[src/rtl/pulse_request_arbiter.sv]
// rtl/pulse_request_arbiter.sv - round-robin arbiter granting one engine run per held request level
module pulse_request_arbiter #(
    parameter int NUM_REQ = 4,
    parameter int ID_W    = 2,
    parameter int TIMEOUT = 1024
) (
    input  logic               clk,
    input  logic               reset,
    input  logic [NUM_REQ-1:0] req_level,
    input  logic               engine_done,
    output logic               start_pulse,
    output logic [ID_W-1:0]    grant_id,
    output logic [NUM_REQ-1:0] ack,
    output logic               timeout_err,
    output logic               busy
);

    localparam int CNT_W = (TIMEOUT > 1) ? $clog2(TIMEOUT) : 1;
    localparam logic [CNT_W-1:0] CNT_LAST = CNT_W'(TIMEOUT - 1);

    typedef enum logic [1:0] {
        S_IDLE,
        S_START,
        S_WAIT,
        S_ACK
    } state_t;

    state_t             state_q;
    logic [CNT_W-1:0]   cnt_q;
    logic [ID_W-1:0]    last_grant_q;
    logic [NUM_REQ-1:0] armed_q;
    logic [ID_W-1:0]    grant_id_q;
    logic               start_pulse_q;
    logic [NUM_REQ-1:0] ack_q;
    logic               timeout_err_q;
    logic               busy_q;

    logic [NUM_REQ-1:0] eligible;
    logic               sel_valid_d;
    logic [ID_W-1:0]    sel_id_d;
    logic [NUM_REQ-1:0] armed_d;
    int                 idx;

    assign eligible = req_level & armed_q;

    // Search begins one past the previous owner so every requester gets a turn.
    always_comb begin
        sel_valid_d = 1'b0;
        sel_id_d    = '0;
        idx         = 0;
        for (int k = 1; k <= NUM_REQ; k++) begin
            idx = (int'(last_grant_q) + k) % NUM_REQ;
            if (!sel_valid_d && eligible[idx[ID_W-1:0]]) begin
                sel_valid_d = 1'b1;
                sel_id_d    = idx[ID_W-1:0];
            end
        end
    end

    // A low level re-arms; the grant edge disarms so a held level is served once.
    always_comb begin
        armed_d = armed_q | ~req_level;
        if (state_q == S_IDLE && sel_valid_d) begin
            armed_d = armed_d & ~(NUM_REQ'(1) << sel_id_d);
        end
    end

    always_ff @(posedge clk) begin
        if (!reset) begin
            state_q       <= S_IDLE;
            cnt_q         <= '0;
            last_grant_q  <= ID_W'(NUM_REQ - 1);
            armed_q       <= '1;
            grant_id_q    <= '0;
            start_pulse_q <= 1'b0;
            ack_q         <= '0;
            timeout_err_q <= 1'b0;
            busy_q        <= 1'b0;
        end else begin
            armed_q       <= armed_d;
            start_pulse_q <= 1'b0;
            ack_q         <= '0;
            timeout_err_q <= 1'b0;
            case (state_q)
                S_IDLE: begin
                    if (sel_valid_d) begin
                        grant_id_q    <= sel_id_d;
                        state_q       <= S_START;
                        start_pulse_q <= 1'b1;
                        busy_q        <= 1'b1;
                    end
                end
                S_START: begin
                    state_q <= S_WAIT;
                    cnt_q   <= '0;
                end
                S_WAIT: begin
                    // Done wins over a timeout landing on the same cycle.
                    if (engine_done) begin
                        state_q <= S_ACK;
                        ack_q   <= NUM_REQ'(1) << grant_id_q;
                    end else if (cnt_q == CNT_LAST) begin
                        state_q       <= S_IDLE;
                        timeout_err_q <= 1'b1;
                        busy_q        <= 1'b0;
                        last_grant_q  <= grant_id_q;
                    end else begin
                        cnt_q <= cnt_q + 1'b1;
                    end
                end
                S_ACK: begin
                    state_q      <= S_IDLE;
                    busy_q       <= 1'b0;
                    last_grant_q <= grant_id_q;
                end
                default: begin
                    state_q <= S_IDLE;
                    busy_q  <= 1'b0;
                end
            endcase
        end
    end

    assign start_pulse = start_pulse_q;
    assign grant_id    = grant_id_q;
    assign ack         = ack_q;
    assign timeout_err = timeout_err_q;
    assign busy        = busy_q;

endmodule

[config.mk]
export PLATFORM = sky130hd
export DESIGN_NAME = pulse_request_arbiter
export DESIGN_NICKNAME = d
export VERILOG_FILES = /design/src/rtl/pulse_request_arbiter.sv
export SDC_FILE = /design/constraint.sdc
export NUM_CORES = 1
export LEC_CHECK = 0
export BUFFER_PORTS_ARGS = -buffer_cell sky130_fd_sc_hd__buf_2
export CORE_ASPECT_RATIO = 0.8
export CORE_MARGIN = 3
export CORE_UTILIZATION = 50
export DETAILED_ROUTE_END_ITERATION = 12
export GPL_TIMING_DRIVEN = 0
export PLACE_DENSITY_LB_ADDON = 0.12
export SLEW_MARGIN = 10
export SYNTH_ARGS = -nofsm -noshare
export SYNTH_HDL_FRONTEND = slang
export SYNTH_SLANG_ARGS = --single-unit
[constraint.sdc]
create_clock -name clk -period 2.33 [get_ports clk]
set_input_delay 0.3495 -clock clk [delete_from_list [all_inputs] [get_ports clk]]
set_output_delay 0.3495 -clock clk [all_outputs]
set_load 0.1 [all_outputs]
# After elaboration in Yosys (flattened, before gate mapping)
# Index checks and enable logic that the tools add are counted.
dict set report word_totals {
  regBits 27
  latch_bits 0
  mem_bits_rw 0
  rom_bits 0
  inputBits 7
  output_inout_bits 9
  wordCells 88
  n_memories 0
}
dict set report op_classes {
  add_sub_neg 5
  n_mul 0
  div_mod_pow 0
  magnitude_cmp 4
  n_eq_ne 9
  n_shift 2
  mux 33
  bitwise 7
  reduce_logical 19
}
# operator n
set ops {}
lappend ops {{$mux W10} 2}
lappend ops {{$pmux W10 S2} 1}
lappend ops {{$mux W2} 9}
lappend ops {{$mux W1} 13}
lappend ops {{$lt A2 B3 Y1 const B} 4}
lappend ops {{$add A10 B1 Y10 const B} 1}
lappend ops {{$eq A10 B10 Y1 const B} 1}
lappend ops {{$reduce_and A3 Y1} 3}
lappend ops {{$and A4 B4 Y4} 2}
lappend ops {{$bmux W1 S2} 4}
lappend ops {{$ne A2 B2 Y1 const B} 4}
lappend ops {{$not A4 Y4} 2}
lappend ops {{$pmux W2 S4} 1}
lappend ops {{$shl A1 B2 Y4 const A} 2}
lappend ops {{$reduce_and A2 Y1} 3}
lappend ops {{$add A2 B1 Y2 const B} 2}
lappend ops {{$add A2 B2 Y2 const B} 2}
lappend ops {{$eq A2 B2 Y1 const B} 2}
lappend ops {{$logic_and A1 B1 Y1} 4}
lappend ops {{$mux W4} 1}
lappend ops {{$or A4 B4 Y4} 1}
lappend ops {{$pmux W2 S2} 1}
lappend ops {{$reduce_and A4 Y1} 1}
lappend ops {{$reduce_bool A2 Y1} 2}
lappend ops {{8 further kinds} 11}

# Depth between registers and ports, before layout
# Gate-level depths: netlist of run 1.
dict set report depth {
  word_depth 17
  ltp_mapped 7
  ltp_nobuf 7
}

# Worst setup path after synthesis of run 1
# No wires, ideal clock.
dict set report synth_timing {
  path_type {register to register}
  from {reg state_q[0]}
  to {reg busy_q (netlist: busy)}
  setup_ns 0.120
  arrival_time_ns 1.699
  required_ns 2.210
  setup_slack_ns 0.511
  path_stages_with_launch 8
  n_path_buf 0
  synth_period_minus_slack_ns 1.819
  cell_sequence {dfxtp_1 inv_1 ha_1 nand2b_1 or4_4 o21a_1 o311ai_2 nand2_1}
}
dict set report synth_between {
  elab_chain_len 3
  elab_cells_between_ends 9
  cone_classes {eq/ne: 5; mux: 1; reduce/logical: 3}
}
# element line_no
set synth_lines {}
lappend synth_lines {{start: declaration} 28} ;# state_t state_q;
lappend synth_lines {{start signal: assignment} 70} ;# state_q <= S_IDLE;
lappend synth_lines {{start signal: assignment} 88} ;# state_q <= S_START;
lappend synth_lines {{start signal: assignment} 94} ;# state_q <= S_WAIT;
lappend synth_lines {{$eq A2 B2 Y1 / $logic_not A2 Y1 (equally long branches)} 84} ;# case (state_q)
lappend synth_lines {{$ne A2 B2 Y1 (no source line) / $reduce_bool A3 Y1 (equally long branches)} n/a}
lappend synth_lines {{$reduce_and A4 Y1 (no source line)} n/a}
lappend synth_lines {{end signal: assignment} 78} ;# busy_q <= 1'b0;
lappend synth_lines {{end signal: assignment} 90} ;# busy_q <= 1'b1;
lappend synth_lines {{end signal: assignment} 105} ;# busy_q <= 1'b0;
lappend synth_lines {{end: declaration} 36} ;# logic busy_q;
# Parallel ways exist; a longest one is shown, timed or not.
# A chain may end at the register's enable or synchronous reset.

# Worst setup path after layout of run 1
# Same ends and word-level chain as after synthesis.

==> metrics.yaml, run 1 <==
status: "completed"
dp_cells: 198
ys_ff_latch: 27
total_power_uw: 1100
rsz0062_at_grt: "no"
p_int_uw: 658
path_class: "reg2reg"
final_cells: 202
initial_utilization: 0.533
yosysTopAreaCellShare: 0.409
tns_ns: 0
syn2layout_area_growth_pct: 11.4
cts_resized: 0
grt_pass1_vias: 934
synth_area_um2: 1320
wl_per_cell_um: 12.1
grt_overflow: 0
max_slew_margin: 0.676
cts_tree: "done"
drc_errors: 0
path_buf_inv: 1
synth_edf_count: 0
core_um2: 2480
final_nets: 180
worst_setup_path_end_kind: "flop"
diodes: 0
htreeDepth: 1
p_sw_frac: 0.400
seq_area_frac_synth: 0.409
cts_made_buffers: 3
p_comb_frac: 0.325
cp-start-kind: "flop"
syn_inst: 147
p_clk_frac: 0.187
worstPathRequired_ns: 2.55
cts_setup_buffers: 0
synth_area_leaders: "dfxtp_1, ha_1, nand2_1"
crit_arrival_ns: 2.22
p_leak_uw: 0.000596
drive_above_1_share: 0.169
finalCritPeriodShare: 0.860
grt_pass1_wl_mm: 4.22
period_needed_ns: 2.00
io_pins: 16
clk_latency_ns: 0.33
drv_cap: 0
io_buffers: 15
fill_cells: 249
post-dp-hpwl_mm: 1.89
finClkSkew_ns: 0.0130
slew_viol_final: 0
first_iter_violations: 50
fin_hold_ws_ns: 0.315
holdBufCountCts: 0
avgSynthCellArea_um2: 9.00
die_x_um: 63.5
clk_pin_slew_ns: 0.14
num_vias: 1063
clock_sinks: 27
worstMarginPinSlew_ns: 0.490
syn-num-nets: 160
rows: 16
hp-class: "in2reg"
dieHeight_um: 52
synth_largest_area_cell: "dfxtp_1"
yosysMostFrequentCell: "dfxtp_1"
power_density_nw_per_um2: 744
track_usage: 0.162
hold_viol_final: 0
setup_viol: 0
grt_max_degree: 17
yosysWarnings: 0
ys_types: 40
ant_nets: 0
cp_cell_sequence: "inv_1 > ha_1 > nand2b_1 > or4_4 > o21a_1 > o311ai_2 > nand2_1"
fmax_mhz: 499
ir_drop_mv: 0.376
antenna_found_initial: 0
die_area_um2: 3300
ctsLongestPathBuffers: 2
critical-path-max-stage-delay_ns: 0.56
slowest_stage: "or4_4"
place.gp.congestion: 0.784
seqPwrFrac: 0.487
drt-pass1-iter-count: 4
ys.flop_type: "dfxtp_1"
power_switching_uw: 438
critPathTopFamily: "simple AND/OR/NAND/NOR gates"
vias_per_cell: 5.26
path_max_fanout: 9
async_flop_share: 0
synth_commonest_cells: "dfxtp_1, nand2_1, nor2_1, inv_1, nand3_1"
cts-root-buf: "clkbuf_4"
drt_wl_total_mm: 2.44
cells in the final DEF, fill, tap and decap left out, types with 5 or more instances in the layout:
master	synthesis	final
buf_2	0	15
nor2_1	13	13
dfxtp_1	27	27
inv_1	10	10
nand2_1	19	19
nand2b_1	5	5
nand3_1	7	7
nor3_1	5	5
a21oi_1	5	5
ha_1	6	6
xnor2_1	6	6
through the flow:
stage	area (um^2)	setup WS [ns]	utilization
floorplan	1320	0.511	-
global placement	1440	0.412	0.581
detailed placement	1440	0.338	0.581
CTS	1470	0.318	0.593
global route	1470	0.169	0.593
finish	1470	0.327	0.593
registers in the layout, summed over array words and instances, names as in the netlist:
register and cells:
timeout_err 1, grant_id 2, cnt_q 10, start_pulse 1, busy 1, last_grant_q 2, state_q 2, ack 4
armed_q 4
per-layer routing:
layer | wire length [um] | global-route usage | vias up
met5 | 0 | 0 | -
met4 | 12 | 0.0323 | 0
met3 | 124 | 0.0497 | 2
met2 | 954 | 0.231 | 18
met1 | 1350 | 0.239 | 483
li1 | - | - | 560
worst register-to-register path: stages (launching register included):
cell and delay (ns):
dfxtp_1 0.37, inv_1 0.14, ha_1 0.33, nand2b_1 0.10
or4_4 0.56, o21a_1 0.13, o311ai_2 0.20, nand2_1 0.09
layout make-up:
type	count	area, um^2	area share
Multi-Input combinational cell	109	741	0.503
Sequential cell	27	541	0.367
Inverter	10	37.5	0.0255
Tap cell	36	45.0	0.0306
Clock buffer	3	22.5	0.0153
Timing Repair Buffer	15	75.1	0.0510
Clock inverter	1	7.51	0.00510
Buffer	1	3.75	0.00255
power by group through the flow:
stage               sequential [uW]  combinational (uW)  clock (uW)
floorplan                       669                 160           0
global placement                543                 350           0
detailed placement              544                 354           0
CTS                             534                 356         216
global route                    541                 387         243
finish                          534                 356         205
final timing paths:
check                           startpoint  cells after the start  slack [ns]         end
worst min register to register        busy                      2        0.49        busy
worst max-delay path            state_q[0]                      7        0.33        busy
worst min-delay path                 reset                      3        0.31  state_q[1]
worst max register to register  state_q[0]                      7        0.33        busy
cell families after synthesis:
family                   share of synthesized area
AO/OA/AOI/OAI                                0.190
flip-flops                                   0.409
buffers and inverters                       0.0312
XOR/XNOR                                    0.0530
adder cells (fa/ha/maj)                     0.0568
AND/OR/NAND/NOR                              0.253
multiplexers                               0.00757
(Power assumes the default switching activity.)
==> run 2: changes to the inputs <==
--- a/config.mk
+++ b/config.mk
@@ -5,6 +5,7 @@
 export SDC_FILE = /design/constraint.sdc
 export NUM_CORES = 1
 export LEC_CHECK = 0
+export ABC_AREA = 1
 export BUFFER_PORTS_ARGS = -buffer_cell sky130_fd_sc_hd__buf_2
 export CORE_ASPECT_RATIO = 0.8
 export CORE_MARGIN = 3
==> metrics.yaml, run 2 <==
status: "completed"
ys.flop_type: "dfxtp_1"
yosysTopAreaCellShare: 0.332  # -0.0772
r2r_setup_slack_ns: 0.49  # +0.16 ns
post-dp-hpwl_mm: 2.69  # +42%
ir_drop_mv: 0.707  # +88%
core_um2: 2940  # +18%
synth-simple-area-share: 0.444  # +0.191
first_iter_violations: 100  # +100%
drc_errors: 0  # unchanged
grt_pass1_vias: 1346  # +44%
final_nets: 283  # +57%
async_flop_share: 0  # unchanged
num_vias: 1550  # +46%
register_area_um2: 541  # unchanged
cts_tree: "done"
path_class: "reg2reg"
fin_hold_ws_ns: 0.359  # +0.0446 ns
max_slew_margin: 0.605  # -0.0702
holdBufCountCts: 0  # unchanged
rows: 17  # +1
finalCritPeriodShare: 0.789  # -0.0704
synth_largest_area_cell: "dfxtp_1"
startpoint: "state_q[0]"
clk_pin_slew_ns: 0.10  # -0.04 ns
synth_area_leaders: "dfxtp_1, nand2_1, nand3_1"
grt_pass1_wl_mm: 5.96  # +41%
drt_wl_total_mm: 3.39  # +39%
top_register: "cnt_q"
io_pins: 16  # unchanged
synth_xor_area_frac: 0.00537  # -0.0476
tns_ns: 0  # unchanged
drt-pass1-iter-count: 4  # unchanged
ctsLongestPathBuffers: 2  # unchanged
slew_viol_final: 0  # unchanged
fmax_mhz: 544  # +8.9%
synth_compound_area_frac: 0.0921  # -0.0981
drv_cap: 0  # unchanged
die_x_um: 69.8  # +10%
io_buffers: 15  # unchanged
place.gp.congestion: 0.950  # +21%
antenna_found_initial: 0  # unchanged
track_usage: 0.182  # +0.0198
vias_per_cell: 5.05  # -4.1%
muxShareOfSynthArea: 0  # -0.00757
ys_ff_latch: 27  # unchanged
cts_setup_buffers: 0  # unchanged
syn2layout_area_growth_pct: 10.5
cp-start-kind: "flop"
synth_top_family_by_area: "simple AND/OR/NAND/NOR gates"
grt_overflow: 0  # unchanged
clk_latency_ns: 0.28  # -0.05 ns
cp-endpoint: "cnt_q[4]"
power_density_nw_per_um2: 1070  # +44%
initial_utilization: 0.555  # +0.0227
seq_area_frac_synth: 0.332  # -0.0772
worstPathRequired_ns: 2.55  # about the same
p_leak_uw: 0.000888  # +49%
finClkSkew_ns: 0.00929  # -0.00375 ns
dieHeight_um: 57.1  # +9.8%
crit_arrival_ns: 2.06  # -0.16 ns
worst_setup_path_end_kind: "flop"
cts_resized: 0  # unchanged
worstMarginPinSlew_ns: 0.592  # +0.102 ns
reg2reg_from: "state_q[0]"
synth_area_um2: 1630  # +23%
grt_max_degree: 17  # unchanged
hp-class: "in2reg"
rsz0062_at_grt: "no"
fill_cells: 286  # +15%
avgSynthCellArea_um2: 6.52  # -28%
r2r-end: "cnt_q[4]"
syn-num-nets: 263  # +64%
clock_sinks: 27  # unchanged
setup_viol: 0  # unchanged
synthAdderAreaFrac: 0.0460  # -0.0107
ant_nets: 0  # unchanged
period_needed_ns: 1.84  # -0.164 ns
wl_per_cell_um: 11.0  # -8.6%
hold_start: "req_level[2]"
utilization: 0.614  # +0.0206
yosysWarnings: 0  # unchanged
largest_reg_flops: 10  # unchanged
final_common_cell: "nand2_1"
cts-root-buf: "clkbuf_8"
die_area_um2: 3990  # +21%
path_max_fanout: 10  # +1
cts_made_buffers: 3  # unchanged
multiInputGateArea_um2: 957  # +29%
hold_viol_final: 0  # unchanged
syn_inst: 250  # +70%
worst_r2r_path_depth: 11  # +4
synth_commonest_cells: "nand2_1, nand3_1, dfxtp_1, nor2_1, inv_1"
diodes: 0  # unchanged
htreeDepth: 1  # unchanged
synth_edf_count: 0  # unchanged
drive_above_1_share: 0.175  # +0.00605
ys_types: 25  # -38%
layout_common_cells: "nand2_1, nand3_1, nor2_1, dfxtp_1, inv_1"
yosysMostFrequentCell: "nand2_1"
## run 2: kinds of logic after synthesis
family          count (synthesis)
xor+xnor                        1
buf+inv                        29
fa+ha+maj                       6
flops                          27
compound gates                 28
simple gates                  159
## run 2: how the worst min path moves through the flow
stage                     cells after the start         end  slack (ns)
final                                         4  armed_q[2]        0.36
after global routing                          4  armed_q[2]        0.38
after CTS                                     4  armed_q[2]        0.35
after detailed placement                      2    cnt_q[8]        0.45
after global placement                        2    cnt_q[8]        0.44
after floorplan                               2    cnt_q[8]        0.42
## run 2: cell type report
cell class	count	share of cell area
plain buffers	4	0.0215
clock buffers	3	0.0229
clock inverters	1	0.00417
inverters	25	0.0521
multi-input cells	194	0.531
flip-flops and latches	27	0.300
well taps	38	0.0264
repair buffers	15	0.0417
## run 2: critical path: stages, from the launching register on
cell,delay (ns)
dfxtp_1,0.36
inv_1,0.13
ha_1,0.22
inv_1,0.10
nor2_1,0.21
nand2_2,0.16
nand2_2,0.10
buf_6,0.14
nand3_1,0.11
o21bai_1,0.14
inv_1,0.05
nor2_1,0.08
## run 2: power breakdown
part	leakage, uW	switching (uW)	internal (uW)
sequential	0.000220	72.0	537
combinational	0.000647	747	300
clock	0.0000217	151	122
## run 2: stage by stage
stage / area [um^2] / setup WS [ns] / std cells / total power [uW]
after global placement: 1750 / 0.528 / 303 / 1650
after CTS: 1800 / 0.501 / 307 / 1930
after detailed placement: 1750 / 0.536 / 303 / 1650
final: 1800 / 0.491 / 307 / 1930
after global routing: 1800 / 0.241 / 307 / 2090
after floorplan: 1630 / 0.748 / 250 / 1470
## run 2: per-layer routing
layer  up-vias  global-route usage  part of all wire
met5         -                   0                 0
met4         0              0.0410            0.0056
met3         2              0.0581             0.076
met2        44               0.246              0.36
met1       662               0.278              0.56
li1        842                   -                 -
